**src/rtl/frame_capture.sv**
```systemverilog
// Frame-store controller: captures one active frame as RGB332 into BRAM,
// then drives read addresses so the stored frame plays back on the BRAM output.
module frame_capture #(
  parameter int H_ACTIVE = 640,
  parameter int V_ACTIVE = 400,
  parameter int ADDR_W   = 18
) (
  input  logic              clk,
  input  logic              reset_n,
  input  logic              store_bram,
  input  logic [10:0]       hcount,
  input  logic [9:0]        vcount,
  input  logic [23:0]       pixel_in,
  output logic [ADDR_W-1:0] bram_addr,
  output logic              bram_we,
  output logic [7:0]        bram_din,
  output logic [1:0]        bram_state,
  output logic              frame_done
);

  typedef enum logic [1:0] {
    BRAM_IDLE     = 2'b00,
    CAPTURE_FRAME = 2'b01,
    WRITING_FRAME = 2'b10,
    READING_FRAME = 2'b11
  } state_t;

  localparam logic [10:0]       H_LIM      = 11'(H_ACTIVE);
  localparam logic [9:0]        V_LIM      = 10'(V_ACTIVE);
  localparam logic [ADDR_W-1:0] PIX_TOTAL  = ADDR_W'(H_ACTIVE * V_ACTIVE);
  localparam logic [ADDR_W-1:0] PIX_LAST   = ADDR_W'(H_ACTIVE * V_ACTIVE - 1);

  state_t            state;
  state_t            state_n;
  logic [ADDR_W-1:0] pix_cnt;
  logic              store_q;
  logic              store_rise;
  logic              in_act;
  logic              vblank;
  logic              last_write;

  assign in_act     = (hcount < H_LIM) && (vcount < V_LIM);
  assign vblank     = (vcount >= V_LIM);
  assign store_rise = store_bram && !store_q;

  // Running raster index; vblank re-zeroes it so (0,0) always maps to address 0.
  always_ff @(posedge clk or negedge reset_n) begin
    if (!reset_n) begin
      pix_cnt <= '0;
    end else if (vblank) begin
      pix_cnt <= '0;
    end else if (in_act && (pix_cnt != PIX_TOTAL)) begin
      pix_cnt <= pix_cnt + 1'b1;
    end
  end

  always_ff @(posedge clk or negedge reset_n) begin
    if (!reset_n) begin
      state      <= BRAM_IDLE;
      store_q    <= 1'b0;
      frame_done <= 1'b0;
    end else begin
      state      <= state_n;
      store_q    <= store_bram;
      frame_done <= last_write;
    end
  end

  always_comb begin
    bram_we    = 1'b0;
    last_write = 1'b0;
    state_n    = state;
    unique case (state)
      BRAM_IDLE: begin
        if (store_rise) state_n = CAPTURE_FRAME;
      end
      CAPTURE_FRAME: begin
        if (!store_bram)  state_n = BRAM_IDLE;
        else if (vblank)  state_n = WRITING_FRAME;
      end
      WRITING_FRAME: begin
        bram_we    = in_act;
        last_write = in_act && (pix_cnt == PIX_LAST);
        // Completing the final write wins over a simultaneous release.
        if (last_write)       state_n = READING_FRAME;
        else if (!store_bram) state_n = BRAM_IDLE;
      end
      READING_FRAME: begin
        if (!store_bram) state_n = BRAM_IDLE;
      end
      default: state_n = BRAM_IDLE;
    endcase
  end

  assign bram_addr  = pix_cnt;
  assign bram_din   = {pixel_in[23:21], pixel_in[15:13], pixel_in[7:6]};
  assign bram_state = state;

  logic unused_pixel_bits;
  assign unused_pixel_bits = ^{pixel_in[20:16], pixel_in[12:8], pixel_in[5:0]};

endmodule
```
**config.mk**
```make
export PLATFORM = sky130hd
export DESIGN_NAME = frame_capture
export DESIGN_NICKNAME = d
export VERILOG_FILES = /design/src/rtl/frame_capture.sv
export SDC_FILE = /design/constraint.sdc
export NUM_CORES = 1
export LEC_CHECK = 0
export ABC_AREA = 1
export CELL_PAD_IN_SITES_DETAIL_PLACEMENT = 0
export CELL_PAD_IN_SITES_GLOBAL_PLACEMENT = 1
export CORE_UTILIZATION = 30
export CTS_BUF_LIST = sky130_fd_sc_hd__clkbuf_8
export DETAILED_ROUTE_END_ITERATION = 12
export PLACE_DENSITY = 0.91
export RECOVER_POWER = 50
export SYNTH_ARGS = -nofsm -noshare
export SYNTH_HDL_FRONTEND = slang
export SYNTH_SLANG_ARGS = --single-unit
```
**constraint.sdc**
```tcl
create_clock -name clk -period 4.79 [get_ports clk]
set_input_delay 0.958 -clock clk [delete_from_list [all_inputs] [get_ports clk]]
set_output_delay 0.958 -clock clk [all_outputs]
set_load 0.005 [all_outputs]
```
==> run metrics <==
Reg-to-Reg End=bram_addr[12]; Initial DRT Pass Iterations=4; Std-Cell Rows=25; critical-path cell list=dlygate4sd3_1 > nor2_1 > nand2_1 > nand2_1 > nand2_1 > nor2_1 > clkdlybuf4s50_1; FF-to-FF setup slack=2980 ps; Clk pwr share=29.5%; Setup Skew=3.282 ps; HP Start=bram_addr[17]; worst path arrival time=3000 ps; CTS tree=built; reg-to-reg startpoint=bram_addr[0]; final period demand of the worst path=3962 ps; Most common cell on crit path=nand2_1; crit path max-delay cell type=dlygate4sd3_1; internal power=283.8 µW; Yosys reg bits=22; Residual DRC=0; Critical Path End Type=output port; Clock Path Buffers=2; Slew Limit Headroom=30.16%; fin nets=297; cell taking the most area after synthesis=dfrtp_1; Hold Path End=bram_addr[17]; pre-CTS setup slack=1278 ps; CTS buffer count=3; CTS Sinks=22; Worst Path Class, Setup=input port to output port; Post-Syn Nets=269; HPWL after DPL=2.660 mm; routed wire length=3.580 mm; number of nets with antenna violations after routing=0; GPL Wtd Cong=0.8219; global-route wire length before repair=6.265 mm; hold_buf cts=0; RSZ-0062 raised after global routing=false; per-cell routed wire length=11.47 µm; outcome=completed; startpoint type of the worst setup path=input port; Filler cells=542; Clock Latency Late Sink=260 ps; max frequency=0.2524 GHz; power density over the cells=206.4 nW/µm²; VDD IR max=0.1138 mV; largest net degree at the start of global routing=23; CTS resizes=0; Die Width=73.60 µm; die height=73.60 µm; layout cells sized above 1=7.347%; mapped cell area=1538 µm²; register share of total power=51.0%; Via density=4.545; setup violators final=0; cells taking the most area after synthesis=dfrtp_1 36%, nand2_1 17%, nor2_1 7.8%; Reg2Reg Depth=9; Max Cap Viol=0; synth warn=0; leak pwr=0.0008462 µW; H-Tree Depth=1; Crit Path Max Fanout=16; Area Growth Syn to Fin=24.08%; Sw Ratio=27.93%; Setup Fix Bufs, Post-CTS=0; die outline area=5416 µm²; CP max stage delay=550 ps; min-delay worst type=flop to flop; combinational power share=19.5%; Reg area=550.5 µm²; Core Box Area=4817 µm²; Worst Max-Slew Pin Slew=1044 ps; PortBufs=34; post-synth top area share=35.80%; register area share after synthesis=35.80%; Final TNS setup=0 ps; GRT overflow=0; WP data required=3830 ps; multi-input logic area=808.3 µm²; I/O Pins=78; total track usage=14.99%; most frequent cells in the layout=69 x nand2_1, 32 x nor2_1, 27 x clkdlybuf4s50_1; initial core utilization=31.92%; Final Max Tran Viols=0; worst setup margin=828.4 ps; clock root cell=clkbuf_8; Hold Vio Cnt, Final=0; vias in the first global route=1355; diode count=0; Net Sw Power=110.0 µW; number of DRC markers in iteration 0=130; vias=1418; fin crit share=82.70%; post-synthesis cell count=219; antenna violations before repair=0; Syn Area/Cell=7.022 µm²; most common cell after layout, fill and taps aside=nand2_1; WHS Path Cells=2; Distinct cells, synth=25; CTS clk-pin slew, worst paths=80 ps
-- power by group through the flow --
stage / clock network, µW / logic (µW) / registers (µW)
final: 116 / 76.9 / 201
after global routing: 130 / 89.4 / 203
after CTS: 122 / 81.8 / 201
after detailed placement: 0 / 81.6 / 205
after global placement: 0 / 80.8 / 205
after floorplan: 0 / 52.3 / 205
-- worst max-delay path, delay by kind of cell --
family	cells	cell delay, ps
and+or+nand+nor	5	970
buffers and inverters	2	1070
-- registers in the layout, indices dropped and copies added, names as in the netlist --
| signal | count |
|---|---|
| bram_addr | 18 |
| store_q | 1 |
| frame_done | 1 |
| bram_state | 2 |
-- routing by layer --
layer	track usage [%]	vias to the layer above	part of all wire, %
met5	0	-	0
met4	2.137	0	0.31
met3	3.292	2	4.6
met2	24.87	35	45
met1	20.39	648	50
li1	-	733	-
-- cell families (layout without fill, tap and decap cells) --
family | Yosys count | count (layout) | share of synthesized area (%)
and+or+nand+nor | 139 | 139 | 39.63
buffers and inverters | 32 | 58 | 11.15
DFF | 22 | 22 | 35.80
AOI/OAI and AO/OA | 14 | 14 | 6.103
xor gates and xnor gates | 10 | 10 | 5.695
adders and majority gates | 2 | 2 | 1.627
-- Yosys cell counts, drive strengths merged --
cell	instances
nor3	2
dfrtp	22
xor2	10
nor2	36
o21ai	10
nand4	6
o21bai	1
inv	20
nand3	22
ha	2
nand2	73
o21a	1
a21oi	2
buf	11
clkinv	1
-- worst max path at each step --
stage	startpoint	end	slack [ps]	cells past startpoint
6_report	vcount[9]	bram_we	830	7
5_1_grt	vcount[9]	bram_we	680	7
4_1_cts	vcount[9]	bram_we	1270	7
3_5_place_dp	vcount[9]	bram_we	1280	7
3_3_place_gp	vcount[9]	bram_we	1280	7
2_1_floorplan	vcount[9]	bram_we	2390	5
-- final cells by class --
type,count,area share [%]
Multi-Input combinational cell,165,42.36
Sequential cell,22,28.85
Timing Repair Buffer,34,17.84
Inverter,21,4.393
Tap cell,67,4.393
Clock buffer,3,2.164
-- through the flow --
step	hold slack [ps]	power [µW]	util (%)	instance area, µm²	std cells
after CTS	570.3	405.6	39.77	1916	312
after floorplan	529.3	256.9	-	1538	219
after detailed placement	547.9	286.8	38.91	1874	309
final	565.4	393.8	39.61	1908	312
after global placement	544.5	285.6	38.91	1874	309
after global routing	641.0	422.1	39.61	1908	312
Power figures use the tool's default switching activity.
